<file path="config.mk">
export PLATFORM = sky130hd
export DESIGN_NAME = truth_table_sweeper
export DESIGN_NICKNAME = d
export VERILOG_FILES = /design/src/rtl/truth_table_sweeper.sv
export SDC_FILE = /design/constraint.sdc
export NUM_CORES = 1
export LEC_CHECK = 0
export CAP_MARGIN = 20
export CELL_PAD_IN_SITES_DETAIL_PLACEMENT = 1
export CELL_PAD_IN_SITES_GLOBAL_PLACEMENT = 1
export CORE_UTILIZATION = 51
export CTS_BUF_LIST = sky130_fd_sc_hd__clkbuf_16
export DETAILED_ROUTE_END_ITERATION = 8
export DONT_BUFFER_PORTS = 1
export GPL_TIMING_DRIVEN = 0
export PLACE_DENSITY_LB_ADDON = 0.12
export SETUP_SLACK_MARGIN = 0.2
export SYNTH_ARGS = -nofsm -noshare
export SYNTH_HDL_FRONTEND = slang
export SYNTH_SLANG_ARGS = --single-unit
</file>
<file path="constraint.sdc">
create_clock -name clk -period 5.1 [get_ports clk]
set_input_delay 0.765 -clock clk [delete_from_list [all_inputs] [get_ports clk]]
set_output_delay 0.765 -clock clk [all_outputs]
set_load 0.005 [all_outputs]
</file>
<file path="src/rtl/truth_table_sweeper.sv">
// Drives a 3-input gate under test through all 8 input vectors, samples its
// output after a programmable settle time and assembles/compares the truth table.
module truth_table_sweeper #(
    parameter int unsigned SETTLE_CYCLES = 4,
    parameter logic [7:0]  EXPECTED      = 8'hFC
) (
    input  logic       clk,
    input  logic       rst_n,
    input  logic       start,
    input  logic       abort,
    input  logic       out_sample,
    output logic       in1,
    output logic       in2,
    output logic       in3,
    output logic       busy,
    output logic       done,
    output logic       result_valid,
    output logic [7:0] result_table,
    output logic       match
);

    localparam int unsigned    CW       = $clog2(SETTLE_CYCLES + 1);
    localparam logic [CW-1:0]  CNT_LOAD = CW'(SETTLE_CYCLES - 1);

    localparam logic [1:0] S_IDLE   = 2'd0;
    localparam logic [1:0] S_SETTLE = 2'd1;
    localparam logic [1:0] S_SAMPLE = 2'd2;
    localparam logic [1:0] S_DONE   = 2'd3;

    logic [1:0]    r_state;
    logic [2:0]    r_idx;
    logic [CW-1:0] r_cnt;
    logic [2:0]    r_vec;
    logic          r_busy;
    logic          r_done;
    logic          r_valid;
    logic [7:0]    r_table;
    logic          r_match;

    always_ff @(posedge clk or negedge rst_n) begin
        if (!rst_n) begin
            r_state <= S_IDLE;
            r_idx   <= '0;
            r_cnt   <= '0;
            r_vec   <= '0;
            r_busy  <= 1'b0;
            r_done  <= 1'b0;
            r_valid <= 1'b0;
            r_table <= '0;
            r_match <= 1'b0;
        end else begin
            r_done <= 1'b0;
            if (abort) begin
                // Partial table is deliberately kept for post-mortem inspection.
                r_state <= S_IDLE;
                r_busy  <= 1'b0;
                r_vec   <= '0;
                r_valid <= 1'b0;
                r_match <= 1'b0;
            end else begin
                case (r_state)
                    S_IDLE: begin
                        if (start) begin
                            r_idx   <= '0;
                            r_vec   <= '0;
                            r_cnt   <= CNT_LOAD;
                            r_table <= '0;
                            r_valid <= 1'b0;
                            r_match <= 1'b0;
                            r_busy  <= 1'b1;
                            r_state <= S_SETTLE;
                        end
                    end
                    S_SETTLE: begin
                        if (r_cnt == '0) begin
                            r_state <= S_SAMPLE;
                        end else begin
                            r_cnt <= r_cnt - CW'(1);
                        end
                    end
                    S_SAMPLE: begin
                        r_table[3'd7 - r_idx] <= out_sample;
                        if (r_idx == 3'd7) begin
                            r_done  <= 1'b1;
                            r_state <= S_DONE;
                        end else begin
                            r_idx   <= r_idx + 3'd1;
                            r_vec   <= r_idx + 3'd1;
                            r_cnt   <= CNT_LOAD;
                            r_state <= S_SETTLE;
                        end
                    end
                    default: begin
                        // r_table already holds the last sample written in SAMPLE.
                        r_valid <= 1'b1;
                        r_match <= (r_table == EXPECTED);
                        r_busy  <= 1'b0;
                        r_vec   <= '0;
                        r_state <= S_IDLE;
                    end
                endcase
            end
        end
    end

    assign in1          = r_vec[2];
    assign in2          = r_vec[1];
    assign in3          = r_vec[0];
    assign busy         = r_busy;
    assign done         = r_done;
    assign result_valid = r_valid;
    assign result_table = r_table;
    assign match        = r_match;

endmodule

</file>
==> metrics.yaml, run 1 <==
synthMuxAreaShare_pct: 4.099
worstPathArrival_ns: 2.12
hp-class: "in2async"
rsz0062_at_grt: "false"
antenna_left: 0
area_delta_synth_final_pct: 8.866
top_layer: "met4"
synth_fa_ha_area_share_pct: 7.626
via_per_inst: 6.464
wire_per_inst_um: 19.51
syn_area_sq_mm: 0.001313
drt-initial-drc-count: 15
yosys.area_share.simple_pct: 15.63
cts_buffer_depth: 2
numCtsBuffers: 3
drt_wl_total_um: 3277
io_buffers: 0
cpPeakStageDelay_ns: 0.44
r2r-end: "result_table[1]$_DFFE_PN0P_"
drc: 0
rows: 18
synthFlopType: "dfrtp_1"
num_vias: 1086
cp.depth: 6
reg2reg_depth: 6
finalHoldViolCount: 0
synth_top_family_by_area: "compound AO/OA/AOI/OAI gates"
yosysWarnings: 0
crit_required_ns: 5.26
max_freq_mhz: 508.8
setup_viol: 0
fin_nets: 152
fp.dieW_um: 52.73
synth-compound-area-share_pct: 22.21
grt_usage_pct: 26.72
synth_cell_types: 29
maxSlewViolCount: 0
die_y_um: 52.73
clkTransAtPathRegs_ns: 0.06
finalCriticalPeriod_ns: 1.965
wl_met1_um: 1527
path_max_fanout: 10
dpl_worst_slack_ns: 3.156
synth_edf_count: 0
final_util_pct: 58.21
cts-root-buf: "clkbuf_16"
antenna_found_initial: 0
critPathBufInv: 3
cp_cell_sequence: "inv_1 -> ha_1 -> buf_2 -> clkbuf_1 -> o311ai_0 -> o211ai_1"
netlist_instances: 134
grt_max_degree: 24
ys_seq_area_share_pct: 43.85
worst_setup_path_end_kind: "register"
worst_pin_slew_ns: 0.4708
grt_first_pass_wirelength_um: 5271
setup_ws_ns: 3.135
rrSetupSlack_ns: 3.13
firstDrtPassIters: 4
dr_wl_met3_um: 115
p_leak_nw: 0.6043
synth_xor_area_share_pct: 0
start_util_pct: 53.47
hpwl_um: 2408
async_reset_ff_share_pct: 100.0
cts.htree.levels: 1
syn_nets: 147
status: "finished, final reports clean"
route.met2.wl_um: 1606
diodes: 0
reg2reg_from: "r_state[0]$_DFFE_PN0P_"
postCtsSetupBuffers: 0
clock_latency_ns: 0.25
grt_pass1_vias: 1109
coreArea_sq_mm: 0.002455
p_per_area_mw_per_mm2: 443.9
relSlewSlack_pct: 68.55
pin_count: 20
place_congestion: 0.7965
startpoint_type: "register"
cp_top_family: "buffers and inverters"
die_area_sq_mm: 0.002780
tritoncts: "done"
cts.sinks: 23
cap_violations: 0
worstSetupPathType: "reg2reg"
cp_slowest_cell: "dfrtp_1"
synth-seq-cells: 23
finalClockSkew_ns: 0.003003
hold_buffers: 0
min_period_over_period_pct: 38.54
drive_gt1_share_pct: 9.420
fin_setup_tns_ns: 0
ctsResizeCount: 0
grt_overflow: 0
avgSynthCellArea_sq_um: 9.795
vdd_ir_drop_max_mv: 0.3914
-- registers in the layout, summed over array words and instances, names as in the netlist, 2 cells and up --
| name | cells |
|---|---|
| r_state | 2 |
| r_cnt | 3 |
| result_table | 8 |
| r_vec | 3 |
| r_idx | 3 |
-- logic make-up (layout without fill, tap and decap cells) --
logic type,Yosys count,count (layout)
compound gates,41,41
fa+ha+maj,8,8
buf+inv,20,24
flops,23,23
mux,5,5
simple gates,37,37
-- cells in the final DEF, fill, tap and decap left out, types with 2 or more instances in the layout --
cell type	synthesis	routed
or4_1	2	2
nor2_1	6	6
nand3_1	8	8
nand2_1	6	6
o31ai_1	3	3
o211ai_1	9	9
mux2_2	3	3
clkbuf_1	6	6
buf_2	3	3
dfrtp_1	23	23
a22o_1	2	2
o311ai_0	9	9
clkbuf_16	0	3
a211oi_1	2	2
o21ai_0	8	8
ha_1	8	8
nand2b_1	4	4
nand4_1	7	7
a21oi_1	5	5
mux2i_1	2	2
inv_1	9	10
-- Yosys cell counts (all sizes together) (2+ instances only) --
library cell | n | area [sq um]
dfrtp | 23 | 575.6
inv | 10 | 37.53
o211ai | 9 | 67.56
o311ai | 9 | 78.83
ha | 8 | 100.1
nand3 | 8 | 40.04
o21ai | 8 | 40.04
nand4 | 7 | 43.79
clkbuf | 6 | 22.52
nand2 | 6 | 22.52
nor2 | 6 | 22.52
a21oi | 5 | 25.02
buf | 4 | 26.27
nand2b | 4 | 25.02
mux2 | 3 | 33.78
o31ai | 3 | 22.52
a211oi | 2 | 15.01
a22o | 2 | 17.52
mux2i | 2 | 20.02
or4 | 2 | 15.01
-- how the worst max path moves through the flow --
stage / startpoint / end / slack [ns]
4_1_cts: r_state[0]$_DFFE_PN0P_ / result_table[1]$_DFFE_PN0P_ / 3.13
3_5_place_dp: r_state[0]$_DFFE_PN0P_ / result_table[1]$_DFFE_PN0P_ / 3.16
6_report: r_state[0]$_DFFE_PN0P_ / result_table[1]$_DFFE_PN0P_ / 3.13
5_1_grt: r_state[0]$_DFFE_PN0P_ / result_table[5]$_DFFE_PN0P_ / 2.97
2_1_floorplan: r_idx[1]$_DFFE_PN0P_ / r_vec[1]$_DFFE_PN0P_ / 3.40
3_3_place_gp: r_state[0]$_DFFE_PN0P_ / r_vec[2]$_DFFE_PN0P_ / 3.26
-- stage by stage --
stage / instances / hold WS [ns] / cell area, sq um / total power, mW
2_1_floorplan: 134 / 0.4694 / 1313 / 0.4075
3_3_place_gp: 164 / 0.4698 / 1350 / 0.4541
3_5_place_dp: 164 / 0.4699 / 1350 / 0.4690
4_1_cts: 168 / 0.1989 / 1429 / 0.6383
5_1_grt: 168 / 0.1915 / 1429 / 0.6778
6_report: 168 / 0.2016 / 1429 / 0.6343
-- power breakdown --
group / internal [mW] / switching (mW)
sequential: 0.214 / 0.0303
clock: 0.104 / 0.0607
combinational: 0.0756 / 0.149
total: 0.394 / 0.241
-- per-layer routing --
metal  vias to the layer above  GRT usage [%]
met4                         0          3.947
met2                        20          43.67
met3                         4          6.957
met1                       551          35.92
met5                         -              0
li1                        511              -
-- area by class of cell --
| cell class | instances | area (sq um) |
|---|---|---|
| sequential | 23 | 575.6 |
| buffer | 10 | 48.80 |
| multi-input combinational | 91 | 650.6 |
| tap | 30 | 37.54 |
| fill | 273 | 1026 |
| inverter | 10 | 37.54 |
| clock buffer | 3 | 75.07 |
| clock inverter | 1 | 3.754 |
(Power assumes the default switching activity.)
==> inputs of run 2 (changes only) <==
--- a/config.mk
+++ b/config.mk
@@ -8,7 +8,7 @@
 export CAP_MARGIN = 20
 export CELL_PAD_IN_SITES_DETAIL_PLACEMENT = 1
 export CELL_PAD_IN_SITES_GLOBAL_PLACEMENT = 1
-export CORE_UTILIZATION = 51
+export CORE_UTILIZATION = 47
 export CTS_BUF_LIST = sky130_fd_sc_hd__clkbuf_16
 export DETAILED_ROUTE_END_ITERATION = 8
 export DONT_BUFFER_PORTS = 1
==> constraint.sdc (replaced) <==
create_clock -name clk -period 1.98 [get_ports clk]
set_input_delay 0.297 -clock clk [delete_from_list [all_inputs] [get_ports clk]]
set_output_delay 0.297 -clock clk [all_outputs]
set_load 0.005 [all_outputs]
==> run 2 against run 1 <==
  * Critical path depth stayed put
  * Total power rose to 2.8 times the previous value
  * Cell count grew 3.0%
  * Clock-buffer cell count stayed put
  * Global-route usage is 1.2 points lower
  * Sequential share of layout area shrank 2.7 points
  * Core utilization increased by 1.5 points
  * Combinational power grew to 3.0 times the previous value
  * Die area increased by 8.2%
  * Highest routed layer unchanged
==> metrics.yaml, run 2 (synthesis gave the netlist of run 1 again) <==
status: "finished, final reports clean"  # unchanged
fillers: 282  # was 273
worstSetupPathType: "reg2reg"  # unchanged
via_per_inst: 6.509  # was 6.464
fp.dieW_um: 54.85  # was 52.73 um
cp_top_family: "simple AND/OR/NAND/NOR gates"  # was buffers and inverters
seq_power_share_pct: 35.9  # was 38.5%
worst_pin_slew_ns: 0.5346  # was 0.4708 ns
fin_nets: 157  # was 152
grt_max_degree: 24  # unchanged
start_util_pct: 51.12  # was 53.47%
p_total_mw: 1.753  # was 0.6343 mW
maxSlewViolCount: 0  # unchanged
io_buffers: 0  # unchanged
cts.sinks: 23  # unchanged
wire_per_inst_um: 20.25  # was 19.51 um
largest_reg_flops: 8  # unchanged
num_vias: 1126  # was 1086
drive_gt1_share_pct: 22.38  # was 9.420%
critPathBufInv: 1  # was 3
setup_viol: 0  # unchanged
firstDrtPassIters: 4  # unchanged
cap_violations: 0  # unchanged
grt_first_pass_wirelength_um: 5292  # was 5271 um
most-common-layout-cells: "dfrtp_1, o311ai_0, o211ai_1, inv_1, o21ai_0"  # was dfrtp_1, inv_1, o311ai_0, o211ai_1
place_congestion: 0.8010  # was 0.7965
final_area_sq_mm: 0.001534  # was 0.001429 sq mm
antenna_found_initial: 0  # unchanged
hp-class: "in2reg"  # was in2async
reg2reg_depth: 6  # unchanged
die_y_um: 54.85  # was 52.73 um
cp_slowest_cell: "or4_4"  # was dfrtp_1
numCtsBuffers: 3  # unchanged
p_leak_nw: 0.6416  # was 0.6043 nW
final_common_cell: "dfrtp_1"  # unchanged
finalCriticalPeriod_ns: 1.739  # was 1.965 ns
min_to: "busy$_DFFE_PN0P_"
min-delay-start: "start"
drc: 0  # unchanged
grt_pass1_vias: 1070  # was 1109
worst_setup_path_end_kind: "register"  # unchanged
tritoncts: "done"  # unchanged
p_comb_share_pct: 38.3  # was 35.5%
cts_buffer_depth: 2  # unchanged
startpoint_type: "register"  # unchanged
placed_area_sq_mm: 0.001350  # unchanged
grt_overflow: 0  # unchanged
drt_wl_total_um: 3503  # was 3277 um
cp_cell_sequence: "ha_2 -> ha_4 -> and2_4 -> buf_6 -> or4_4 -> a21oi_2"  # was inv_1 -> ha_1 -> buf_2 -> clkbuf_1 -> o311ai_0 -> o211ai_1
pwr-share-clk_pct: 25.9  # was 26.0%
power_switching_mw: 0.6792  # was 0.2405 mW
hold_path_depth: 2
reg2reg_from: "r_idx[1]$_DFFE_PN0P_"  # was r_state[0]$_DFFE_PN0P_
rsz0062_at_grt: "true"  # was false
setup_ws_ns: 0.2405  # was 3.135 ns
max_freq_mhz: 574.9  # was 508.8 MHz
coreArea_sq_mm: 0.002567  # was 0.002455 sq mm
die_area_sq_mm: 0.003008  # was 0.002780 sq mm
finalClockSkew_ns: 0.002894  # was 0.003003 ns
min_period_over_period_pct: 87.85  # was 38.54%
finalHoldViolCount: 0  # unchanged
grt_usage_pct: 25.51  # was 26.72%
r2r-end: "r_vec[1]$_DFFE_PN0P_"  # was result_table[1]$_DFFE_PN0P_
path_max_fanout: 7  # was 10
hpwl_um: 2213  # was 2408 um
vdd_ir_drop_max_mv: 0.7791  # was 0.3914 mV
p_int_mw: 1.074  # was 0.3938 mW
diodes: 0  # unchanged
rrSetupSlack_ns: 0.24  # was 3.13 ns
antenna_left: 0  # unchanged
clock_latency_ns: 0.26  # was 0.25 ns
p_per_area_mw_per_mm2: 1143  # was 443.9 mW/mm^2
crit_required_ns: 2.17  # was 5.26 ns
fin_setup_tns_ns: 0  # unchanged
dpl_worst_slack_ns: 0.05921  # was 3.156 ns
clkTransAtPathRegs_ns: 0.06  # about the same
p_sw_share_pct: 38.74  # was 37.92%
area_delta_synth_final_pct: 16.87  # was 8.866%
rows: 18  # unchanged
relSlewSlack_pct: 64.24  # was 68.55%
cts-root-buf: "clkbuf_16"  # unchanged
pin_count: 20  # unchanged
cts.htree.levels: 1  # unchanged
cpPeakStageDelay_ns: 0.51  # was 0.44 ns
worstPathArrival_ns: 1.93  # was 2.12 ns
drt-initial-drc-count: 17  # was 15
==> run 2: timing repair <==
| action | in CTS | in global routing |
|---|---|---|
| hold buffers | 1 | 0 |
| cloned | 0 | 0 |
| setup endpoints to repair | 13 | 14 |
| resized for setup | 5 | 14 |
| pin swaps | 1 | 4 |
| hold endpoints to repair | 23 | 0 |
| buffers inserted | 2 | 1 |
==> run 2: per-stage QoR <==
| stage | hold WS, ns | instances | utilization (%) |
|---|---|---|---|
| floorplan | 0.001409 | 134 | - |
| global placement | 0.001861 | 164 | 52.58 |
| detailed placement | 0.001866 | 164 | 52.58 |
| CTS | 0.2243 | 171 | 57.07 |
| global route | 0.2555 | 173 | 59.75 |
| finish | 0.2408 | 173 | 59.75 |
==> run 2: layer usage <==
| metal | up-vias | part of all wire (%) | track usage [%] |
|---|---|---|---|
| li1 | 518 | - | - |
| met1 | 561 | 44 | 37.35 |
| met2 | 42 | 49 | 36.35 |
| met3 | 5 | 5.5 | 4.722 |
| met4 | 0 | 1.5 | 9.829 |
| met5 | - | 0 | 0 |
==> run 2: final cells by class <==
class / count / area (sq um) / share of cell area (%)
buffer: 10 / 53.80 / 3.507
clock buffer: 3 / 75.07 / 4.894
multi-input combinational: 91 / 700.7 / 45.68
timing repair buffer: 5 / 47.55 / 3.100
inverter: 10 / 37.54 / 2.447
tap: 30 / 37.54 / 2.447
sequential: 23 / 576.8 / 37.60
clock inverter: 1 / 5.005 / 0.3263
==> run 2: worst max path at each step <==
stage | from | depth (start not counted) | to
after floorplan | r_idx[1]$_DFFE_PN0P_ | 6 | r_vec[1]$_DFFE_PN0P_
after detailed placement | r_state[0]$_DFFE_PN0P_ | 6 | result_table[5]$_DFFE_PN0P_
final | r_idx[1]$_DFFE_PN0P_ | 6 | r_vec[1]$_DFFE_PN0P_
after global placement | r_state[0]$_DFFE_PN0P_ | 6 | r_vec[2]$_DFFE_PN0P_
after global routing | r_cnt[0]$_DFFE_PN0P_ | 6 | r_cnt[0]$_DFFE_PN0P_
after CTS | r_idx[1]$_DFFE_PN0P_ | 6 | r_vec[2]$_DFFE_PN0P_
==> run 2: power by group through the flow <==
| stage | Sequential, mW | Combinational (mW) | Clock, mW |
|---|---|---|---|
| floorplan | 0.613 | 0.437 | 0 |
| global placement | 0.632 | 0.544 | 0 |
| detailed placement | 0.637 | 0.568 | 0 |
| CTS | 0.626 | 0.627 | 0.452 |
| global route | 0.646 | 0.750 | 0.467 |
| finish | 0.629 | 0.671 | 0.453 |
==> variant 1 (flow settings as in run 1) <==
`SETTLE_CYCLES`: 4 -> 8.
--- a/src/rtl/truth_table_sweeper.sv
+++ b/src/rtl/truth_table_sweeper.sv
@@ -3,3 +3,3 @@
 module truth_table_sweeper #(
-    parameter int unsigned SETTLE_CYCLES = 4,
+    parameter int unsigned SETTLE_CYCLES = 8,
     parameter logic [7:0]  EXPECTED      = 8'hFC
Formal check against the unedited RTL: not equivalent (Yosys sat finds a counterexample within 10 cycles, from zero or initial values and one cycle with rst_n low).
==> variant 1 against run 1 <==
Wire length down 4.0%. Setup slack worse by 0.28 ns. Die area up 3.6%. Non-clock buffer count down 3. Final area up 5.3%. Highest routed layer unchanged. Clock skew down 0.00084 ns. Power up 20%. Sequential cell count up 1. Synthesized area up 3.7%. Final cell count up 2.4%.
==> variant 1: results (changes against run 1) <==
stage;metric;value;unit;change
logic_synthesis;synth top area cells;dfrtp_1, mux2i_1, ha_1;;was dfrtp_1, ha_1, o311ai_0
global_routing;gr usage total;0.252;;was 0.267
final_layout;clock network area share;0.0699;;was 0.0552
logic_synthesis;syn_area_per_cell;9.86;um2;was 9.79 um2
timing;Worst Max-Slew Pin Slew;0.775;ns;was 0.471 ns
pwr;power density over cell area;506;mW/mm2;was 444 mW/mm2
final_layout;Final non-clock buffer share;0.0275;;was 0.0342
logic_synthesis;Mapped Area;0.00136;mm2;was 0.00131 mm2
final_layout;share of cells above drive strength 1;0.0986;;was 0.0942
final_layout;Reg area;601;um2;was 576 um2
place;Placer Congestion;0.730;;was 0.797
detailed_routing;DR vias;1012;;was 1,086
final_layout;multi-input logic area;686;um2;was 651 um2
final_layout;Final Non-Filler Cells;172;;was 168
status;outcome;completed;;unchanged
logic_synthesis;Synthesized Nets;150;;was 147
global_routing;M1 GR Usage;0.309;;was 0.359
timing;final hold slack;0.196;ns;was 0.202 ns
critical_path;worst-case reg-to-reg path depth;7;;was 6
global_routing;routing usage on met3;0.0508;;was 0.0696
critical_path;delay-heaviest family, CP;simple AND/OR/NAND/NOR gates;;was buffers and inverters
global_routing;met2 Usage GRT;0.434;;was 0.437
detailed_routing;DRT iter0 DRCs;13;;was 15
detailed_routing;total routed wirelength;3150;um;was 3280 um
critical_path;Critical Path AT;2.43;ns;was 2.12 ns
variant 1: power by group:
| group | internal, mW | total, mW | leakage (nW) | switching (mW) |
|---|---|---|---|---|
| clock | 0.156 | 0.223 | 0.0511 | 0.0673 |
| combinational | 0.107 | 0.257 | 0.302 | 0.149 |
| sequential | 0.233 | 0.280 | 0.316 | 0.0477 |
variant 1: kinds of logic (layout without fill, tap and decap cells):
family,after synthesis,in the layout,synth area share
AND/OR/NAND/NOR,50,50,0.199
AO/OA/AOI/OAI,28,28,0.141
multiplexers,12,12,0.0928
XOR/XNOR,1,1,0.00643
flip-flops,24,24,0.441
adder cells (fa/ha/maj),7,7,0.0643
buffers and inverters,16,20,0.0551
variant 1: worst register-to-register path, stage by stage, from the launching register on:
cell and delay [ns]:
dfrtp_1 0.51, inv_1 0.15, ha_1 0.24, nor2b_4 0.13, buf_6 0.12, nor4b_2 0.65, mux2i_1 0.20, o21ai_0 0.18
==> variant 2 (settings of run 1) <==
Made on the original files. Register the inputs `start`, `abort` and `out_sample` before use. The logic sees them one clock later.
--- a/src/rtl/truth_table_sweeper.sv
+++ b/src/rtl/truth_table_sweeper.sv
@@ -29,2 +29,12 @@
 
+    logic start_q;
+    logic abort_q;
+    logic out_sample_q;
+
+    always_ff @(posedge clk) begin
+        start_q      <= start;
+        abort_q      <= abort;
+        out_sample_q <= out_sample;
+    end
+
     logic [1:0]    r_state;
@@ -52,3 +62,3 @@
             r_done <= 1'b0;
-            if (abort) begin
+            if (abort_q) begin
                 // Partial table is deliberately kept for post-mortem inspection.
@@ -62,3 +72,3 @@
                     S_IDLE: begin
-                        if (start) begin
+                        if (start_q) begin
                             r_idx   <= '0;
@@ -81,3 +91,3 @@
                     S_SAMPLE: begin
-                        r_table[3'd7 - r_idx] <= out_sample;
+                        r_table[3'd7 - r_idx] <= out_sample_q;
                         if (r_idx == 3'd7) begin
Function: changed (a bounded check fails within 4 cycles, from zero or initial values and one cycle with rst_n low).
==> variant 2 against run 1 <==
Final area is 4.8% higher. Power is 12% higher. Combinational power is 19% higher. Wire length hardly changed. Die area is 5.0% higher. Highest routed layer unchanged. Synthesized area is 5.2% higher. Count of clock-buffer cells in the layout stayed put. Sequential cell count is 3 higher. Sequential power is 11% higher. Critical endpoint is now r_cnt[0]. Clock skew is 0.0011 ns higher. Setup slack better by 0.060 ns. Via count is 2.1% higher.
==> variant 2: results (changes against run 1) <==
stage;metric;value;unit;change
status;outcome;completed;;unchanged
final_layout;Final Non-Filler Cells;169;;was 168
detailed_routing;DR vias;1109;;was 1,086
final_layout;share of cells above drive strength 1;0.0935;;was 0.0942
critical_path;Reg2Reg Launch Point;r_idx[0];;was r_state[0]
critical_path;worst-case reg-to-reg path depth;5;;was 6
pwr;Static Leak;0.652;nW;was 0.604 nW
detailed_routing;total routed wirelength;3280;um;about the same
global_routing;routing usage on met3;0.0537;;was 0.0696
logic_synthesis;synth top area cells;dfrtp_1, ha_1, o211ai_1;;was dfrtp_1, ha_1, o311ai_0
timing;final hold slack;0.194;ns;was 0.202 ns
logic_synthesis;Post-Synth Adder-Cell Area;0.0725;;was 0.0763
critical_path;Critical Path AT;2.05;ns;was 2.12 ns
place;pre-CTS WS;3.20;ns;was 3.16 ns
timing;slew margin rel.;0.677;;was 0.686
critical_path;reg2reg end;r_cnt[0];;was result_table[1]
logic_synthesis;Synth Area in Compound Gates;0.202;;was 0.222
pwr;maximum VDD drop;0.000297;V;was 0.000391 V
detailed_routing;routed wl met3;122;um;was 115 um
critical_path;CP Max Fanout;5;;was 10
global_routing;gr usage total;0.261;;was 0.267
logic_synthesis;syn_area_per_cell;10.2;um2;was 9.79 um2
global_routing;M1 GR Usage;0.312;;was 0.359
critical_path;max incr delay on CP;0.41;ns;was 0.44 ns
logic_synthesis;commonest cells in the netlist;dfrtp_1, o211ai_1, ha_1, inv_1, o21ai_0;;was dfrtp_1, inv_1, o211ai_1, o311ai_0
place;post-DP HPWL;2420;um;was 2410 um
logic_synthesis;asr flop ratio synth;0.885;;was 1.00
timing;min Tclk post-route;1.90;ns;was 1.97 ns
logic_synthesis;multiplexer area fraction after synthesis;0.0453;;was 0.0410
logic_synthesis;Synthesized Nets;148;;was 147
timing;skew final;0.00414;ns;was 0.00300 ns
detailed_routing;DRT iter0 DRCs;11;;was 15
logic_synthesis;sequential area share after synthesis;0.460;;was 0.439
logic_synthesis;synth unique cells;37;;was 29
place;Placed Area;0.00142;mm2;was 0.00135 mm2
[variant 2: cell types whose count changed after synthesis, sizes merged, moves of 2 or more]
cell,before,now
nand4,7,5
dfxtp,0,3
or4,2,0
nand2,6,4
a21oi,5,7
o21ai,8,12
and3,0,2
inv,10,8
o31ai,3,1
o211ai,9,11
clkbuf,6,3
o311ai,9,4
[variant 2: report_power, final]
part | switching (mW) | leakage [nW] | internal (mW)
Sequential | 0.0334 | 0.333 | 0.238
Clock | 0.0674 | 0.0385 | 0.105
Combinational | 0.172 | 0.280 | 0.0957
[variant 2: layout make-up]
cell class | instances | area (um2)
clock inverters | 1 | 3.75
well taps | 30 | 37.5
multi-input cells | 93 | 673
fillers | 288 | 1020
flip-flops and latches | 26 | 636
plain buffers | 8 | 42.5
clock buffers | 3 | 75.1
inverters | 8 | 30.0
[variant 2: logic make-up after synthesis]
group	count (synthesis)
AO/OA/AOI/OAI	42
adder cells (fa/ha/maj)	8
buffers and inverters	16
flip-flops	26
multiplexers	5
AND/OR/NAND/NOR	38
